==> src/rtl/msg_serializer.sv <==
// Message-to-fragment serializer for a UART TX: latches an M-bit message and
// hands it out N bits at a time, pacing each fragment on the TX busy handshake.
module msg_serializer #(
   parameter  int N  = 8,
   parameter  int M  = 128,
   localparam int K  = M / N,
   localparam int LW = $clog2(K) + 1
) (
   input  logic          clk,
   input  logic          reset,
   input  logic          start,
   input  logic [M-1:0]  data,
   input  logic [LW-1:0] length,
   input  logic          lsb_first,
   input  logic          abort,
   input  logic          busy,
   output logic          enable,
   output logic [N-1:0]  bus,
   output logic          active,
   output logic          done
);

   typedef enum logic [2:0] {
      IDLE      = 3'd0,
      SEND      = 3'd1,
      WAIT_ACK  = 3'd2,
      WAIT_DONE = 3'd3,
      FINISH    = 3'd4
   } state_t;

   state_t        state_r, state_s;
   logic [M-1:0]  shreg_r, shreg_s;
   logic [LW-1:0] count_r, count_s;
   logic          order_r, order_s;
   logic          enable_r, enable_s;
   logic [N-1:0]  bus_r, bus_s;
   logic          active_r, active_s;
   logic          done_r, done_s;
   logic [N-1:0]  head_s;
   logic [LW-1:0] eff_len_s;

   // Fragment at the output end of the shift register and the clamped length.
   always_comb begin
      head_s    = order_r ? shreg_r[N-1:0] : shreg_r[M-1 -: N];
      eff_len_s = ((length == LW'(0)) || (length > LW'(K))) ? LW'(K) : length;
   end

   // Next-state and next-output logic; abort overrides every state.
   always_comb begin
      state_s  = state_r;
      shreg_s  = shreg_r;
      count_s  = count_r;
      order_s  = order_r;
      enable_s = 1'b0;
      bus_s    = bus_r;
      active_s = active_r;
      done_s   = 1'b0;
      if (abort) begin
         state_s  = IDLE;
         active_s = 1'b0;
         count_s  = LW'(0);
      end else begin
         case (state_r)
            IDLE: begin
               if (start) begin
                  shreg_s  = data;
                  count_s  = eff_len_s;
                  order_s  = lsb_first;
                  active_s = 1'b1;
                  state_s  = SEND;
               end else begin
                  state_s  = IDLE;
               end
            end
            SEND: begin
               if (!busy) begin
                  enable_s = 1'b1;
                  bus_s    = head_s;
                  shreg_s  = order_r ? (shreg_r >> N) : (shreg_r << N);
                  state_s  = WAIT_ACK;
               end else begin
                  state_s  = SEND;
               end
            end
            WAIT_ACK: begin
               if (busy) begin
                  state_s = WAIT_DONE;
               end else begin
                  state_s = WAIT_ACK;
               end
            end
            WAIT_DONE: begin
               if (!busy) begin
                  count_s = count_r - LW'(1);
                  state_s = (count_r == LW'(1)) ? FINISH : SEND;
               end else begin
                  state_s = WAIT_DONE;
               end
            end
            FINISH: begin
               done_s   = 1'b1;
               active_s = 1'b0;
               state_s  = IDLE;
            end
            default: begin
               state_s  = IDLE;
               active_s = 1'b0;
               count_s  = LW'(0);
            end
         endcase
      end
   end

   // State and registered outputs.
   always_ff @(posedge clk or negedge reset) begin
      if (!reset) begin
         state_r  <= IDLE;
         shreg_r  <= '0;
         count_r  <= LW'(0);
         order_r  <= 1'b0;
         enable_r <= 1'b0;
         bus_r    <= '0;
         active_r <= 1'b0;
         done_r   <= 1'b0;
      end else begin
         state_r  <= state_s;
         shreg_r  <= shreg_s;
         count_r  <= count_s;
         order_r  <= order_s;
         enable_r <= enable_s;
         bus_r    <= bus_s;
         active_r <= active_s;
         done_r   <= done_s;
      end
   end

   assign enable = enable_r;
   assign bus    = bus_r;
   assign active = active_r;
   assign done   = done_r;

endmodule

==> config.mk <==
export PLATFORM = sky130hd
export DESIGN_NAME = msg_serializer
export DESIGN_NICKNAME = d
export VERILOG_FILES = /design/src/rtl/msg_serializer.sv
export SDC_FILE = /design/constraint.sdc
export NUM_CORES = 1
export LEC_CHECK = 0
export BUFFER_PORTS_ARGS = -buffer_cell sky130_fd_sc_hd__clkbuf_2
export CAP_MARGIN = 20
export CORE_UTILIZATION = 45
export CTS_CLUSTER_DIAMETER = 80
export DETAILED_ROUTE_END_ITERATION = 12
export PLACE_DENSITY = 0.65
export SETUP_SLACK_MARGIN = 0.5
export SLEW_MARGIN = 20
export SYNTH_ARGS = -nofsm -noshare
export SYNTH_HDL_FRONTEND = slang
export SYNTH_SLANG_ARGS = --single-unit
==> constraint.sdc <==
create_clock -name clk -period 3.9 [get_ports clk]
set_input_delay 0.78 -clock clk [delete_from_list [all_inputs] [get_ports clk]]
set_output_delay 0.78 -clock clk [all_outputs]
set_load 0.02 [all_outputs]
Word level (Yosys, flattened, before mapping):

Cells that the tools add are included.

* input bits: 139
* register bits: 148

* equality and inequality tests: 11
* reductions and logical operators: 11
* muxes and demuxes: 25
* magnitude comparators: 1
* $add $sub $neg: 1
* bitwise operators: 2

Operators with widths (count)
* $mux 128: 3
* $pmux 128 s2: 1
* $mux 5: 4
* $pmux 5 s3: 1
* $pmux 3 s4: 1
* $mux 1: 9
* $mux 3: 3
* $reduce_and 3->1: 3
* $mux 8: 1
* $eq 3x2->1 const B: 2
* $ne 3x3->1 const B: 2
* $reduce_or 3->1: 2
* $eq 5x1->1 const B: 1
* $gt 5x5->1 const B: 1
* $logic_not 5->1: 1
* $sub 5x1->5 const B: 1
* $ne 2x1->1 const B: 2
* $ne 2x2->1 const B: 2
* $reduce_and 4->1: 1
* $eq 3x1->1 const B: 1
* $eq 3x3->1 const B: 1
* $logic_not 3->1: 1
* $mux 2: 1
* $not 1->1: 2
* other kinds (4): 4

Depth between registers and ports, before layout:

* depth in word-level cells: 6
* gate-level depth with buffers: 8

Worst setup path after synthesis:

No wires, ideal clock.

* path kind: in2reg
* start point: input length[0]
* end point: register count_r[0]
* arrival: 2356 ps
* library setup time: 78 ps
* data required time: 3822 ps
* stages: 6
* setup slack: 1465 ps
* path buffers: 0
* cell sequence: or4_1 -> ha_1 -> nor4b_1 -> a21oi_1 -> or3_1 -> a21oi_1

* word-level cells in the longest chain between the ends: 6
* elaborated cells on any way between the ends: 7

Ends and longest elaborated chain
* from (decl): line 13 `input logic [LW-1:0] length,`
* $gt 5x5->1 or $logic_not 5->1 (tied branches): line 45 `eff_len_s = ((length == LW'(0)) || (length > LW'(K))) ? LW'(K) : length;`
* $logic_or 1x1->1: line 45
* $mux 5 *: line 45
* $mux 5 *: line 65 `if (start) begin`
* $pmux 5 s3 *: line 63 `case (state_r)`
* $mux 5 *: line 58 `if (abort) begin`
* to (signal assigned): line 128 `count_r <= count_s;`
* to (decl): line 33 `logic [LW-1:0] count_r, count_s;`

Mark *: on every way between the ends. The rest lies on a longest branch, timed or not. The select of a mux whose other input is x is not followed.
A chain may end at the register's enable or synchronous reset.

Worst setup path after layout:

* start point: register state_r[2]
* end point: register shreg_r[74]

* word-level cells in the longest chain between the ends: 3
* elaborated cells on any way between the ends: 7

Ends and longest elaborated chain
* from (decl): line 31 `state_t state_r, state_s;`
* from (signal assigned): line 126 `state_r <= state_s;`
* $eq 3x1->1 or $logic_not 3->1 (tied branches): line 63
* $ne 2x2->1 (no source line) or $reduce_bool 2->1 (tied branches)
* $reduce_and 4->1 (no source line)
* to (signal assigned): line 127 `shreg_r <= shreg_s;`
* to (decl): line 32 `logic [M-1:0] shreg_r, shreg_s;`

Several ways; a longest one is shown, not always the timed one.

==> key figures <==
Worst setup path
  – Worst setup EP type: register
  – Crit-path cells: or3b_4, buf_4, nor2_1, a21oi_1, o21ai_1
  – Worst path depth: 5
  – Worst Path Arrival: roughly 2.7 ns
  – Register-to-Register Path Depth: 5
  – CP Class: reg2reg
  – R2R setup slack: roughly 1.5 ns
  – CP Launch Point: state_r[2]
  – Critical R2R Launch: state_r[2]
  – WP data required: 4.19 ns
  – Startpoint types: register
  – Critical Path Sink: shreg_r[74]
  – Crit path max fanout: 67
  – Crit path max-delay family: simple AND/OR/NAND/NOR gates
  – CP peak stage delay: 0.72 ns
  – RR Endpoint: shreg_r[74]
  – CP Buf/Inv Count: 1
  – Critical path's slowest cell: or3b_4

Detailed routing
  – Routed vias: ~6.8k
  – Post-route ant nets: 0
  – Wirelength per Cell: 16.5 um
  – Residual DRC: 0
  – Wirelength, routed: between 20 and 25 mm
  – Drt pass-1 iters: 5
  – Drt via density: 5.32
  – DR iter-0 viols: between 400 and 500

STA
  – Skew final: about 0.0087 ns
  – Setup Viol. Count Final: 0
  – Slew headroom: 0.313
  – Final hold viol count: 0
  – RSZ-0062 raised after global routing: no
  – Fin. max-slew vios: 0
  – Final min period: between 2 and 2.5 ns
  – FMAX: 424 MHz
  – Fin crit share: 0.605
  – Setup TNS: 0 ns
  – Worst-margin pin slew: roughly 1.0 ns

Power and ir drop
  – Pleak: between 4 and 5 nW
  – Switch share: 0.342
  – Peak VDD IR: 0.350 mV
  – Seq pwr share: 0.434
  – Clk pwr share: 0.301
  – PwrDens: 604 mW/mm2
  – Total net switching power: approximately 2 mW
  – Tot Pwr: 5.75 mW
  – Int Pwr: between 3 and 4 mW
  – Combinational share of power: 0.264

Synth
  – Distinct cell type count after synthesis: 37
  – Top post-synthesis cells by area: dfrtp_1 (45%), mux2i_1 (15%), a21oi_1 (8.7%), nand2_1 (6.1%), o21ai_1 (6.1%)
  – Synth warn: 0
  – Leading area contributor after synthesis: dfrtp_1
  – Synth Area per Inst: 8.66 um2
  – Count leader, synth: dfrtp_1
  – Top cells by count, synth: dfrtp_1 (148), a21oi_1 (142), nand2_1 (133), nor2_1 (128), mux2i_1 (120)
  – Post-synth EDFFs: 0
  – Number of synthesized register bits: approximately 150
  – Syn Std Cell Area: 0.00816 mm2
  – Main synth FF type: dfrtp_1
  – Async SR Flop Fraction: 1.00
  – Fraction of the yosys area taken by sequential cells: 0.454
  – Synth top area share: 0.454
  – Mapped Cells: about 940
  – Syn_nets: about 1.1k

Placement
  – # port buffers: 149
  – Dpl cells: approximately 1.3k
  – Post-DP HPWL: between 10 and 15 mm
  – RePlAce Congestion: 0.800

Die
  – Starting Density: 0.467
  – Die area: 0.0187 mm2
  – # rows: 48
  – Die Y: 137 um
  – Die W: between 100 and 150 um
  – Core Region: about 0.017 mm2
  – Io pins: 150

Cells and area
  – Post-Layout Cell Count: ~1.3k
  – Layout overhead on the synthesized area: 16.7%
  – Antenna cells: 0
  – Final Net Count: ~1.2k
  – Fill cells: 1640
  – Layout cells sized above 1: 0.186
  – Register Area: between 0.003 and 0.004 mm2
  – Area of the multi-input gates: around 0.004 mm2

Global route
  – Maximum number of pins on one net before global-route repair: roughly 130
  – Initial antenna violation count: 0
  – Grt total ovfl: 0
  – GRT Util Overall: 0.236
  – First-pass GRT wire length: 33.4 mm
  – Number of global-route vias before repair: 6417

Clocking
  – Clk buf depth: 2
  – Clk pin slew, worst setup/hold paths: 0.06 ns
  – TritonCTS buffer count: 17
  – Clock latency on the worst-skew pair: roughly 0.43 ns
  – Post_cts resized: 0
  – H-tree lvl count: 4
  – CTS sink cnt: around 150
  – Setup bufs post-CTS: 0
  – CTS Hold Bufs: 0
  – TritonCTS clock tree: done
  – CTS root buf: clkbuf_16

Status
  – Status: finished, final reports clean

Worst hold path
  – HP Class: in2async

Run
  – Max-cap violations: 0
-- per-stage QoR --
step                instance area, um2   util  hold WS [ns]  setup slack [ns]
detailed placement                8900  0.509         0.483              1.25
finish                            9520  0.545         0.424              1.54
floorplan                         8160      -         0.469              1.47
global route                      9520  0.545         0.487              1.33
global placement                  8900  0.509         0.482              1.30
CTS                               9520  0.545         0.454              1.55
-- worst min path at each step --
| stage | end | slack [ns] |
|---|---|---|
| finish | shreg_r[114] | 0.42 |
| detailed placement | active | 0.48 |
| global placement | active | 0.48 |
| global route | shreg_r[114] | 0.49 |
| CTS | shreg_r[114] | 0.45 |
| floorplan | shreg_r[10] | 0.47 |
-- layout by cell type, fill, tap and decap left out, types with 2 or more instances in the layout --
master	count
a31oi_1	2
nor2_1	128
ha_1	3
or3_1	2
nand2_1	133
clkinv_2	3
nor2b_1	4
and2_1	2
nor4b_1	2
nor3_1	4
nor3b_1	11
clkbuf_2	148
buf_4	6
clkinv_4	2
bufinv_16	3
o21ai_0	35
o21ai_1	99
buf_12	5
clkbuf_8	5
mux2i_1	120
clkbuf_16	17
dfrtp_1	147
and3_1	8
inv_1	6
a21oi_1	142
-- logic make-up (layout without fill, tap and decap cells) --
kind of cell	count (synthesis)	after routing	synth area share
AOI/OAI and AO/OA	284	284	0.179
adders and majority gates	3	3	0.00460
and+or+nand+nor	302	302	0.154
DFF	148	148	0.454
xor gates and xnor gates	1	1	0.00107
muxes	121	121	0.149
buffers and inverters	83	197	0.0581
-- layer usage --
metal  vias to the layer above  wire (um)  GRT usage  share of wire
li1                       3448          -          -              -
met1                      3189      10000      0.329           0.48
met2                       150       9900      0.374           0.47
met3                        24        814     0.0381          0.039
met4                         0        345     0.0765          0.016
met5                         -          0          0              0
-- power groups by stage --
| stage | sequential [mW] | combinational [mW] | clock [mW] |
|---|---|---|---|
| after floorplan | 2.29 | 1.26 | 0 |
| final | 2.50 | 1.52 | 1.73 |
| after global routing | 2.56 | 1.72 | 1.82 |
| after CTS | 2.50 | 1.54 | 1.75 |
| after detailed placement | 2.53 | 1.52 | 0 |
| after global placement | 2.52 | 1.49 | 0 |
-- area by class of cell --
class / instances / share of cell area
inverters: 6 / 0.00237
well taps: 225 / 0.0296
flip-flops and latches: 148 / 0.390
multi-input cells: 711 / 0.419
clock buffers: 23 / 0.0523
clock inverters: 8 / 0.0129
repair buffers: 160 / 0.0943
-- worst register-to-register path, delay by kind of cell (launching register included) --
family	cells	cell delay, ns
buf+inv	1	0.55
compound gates	2	0.21
simple gates	2	0.85
flops	1	0.62
-- sequential cells by signal, summed over array words and instances, names as in the netlist --
signal	cells
active	1
done	1
state_r	3
order_r	1
bus	8
count_r	5
enable	1
shreg_r	128
(Power assumes the default switching activity.)
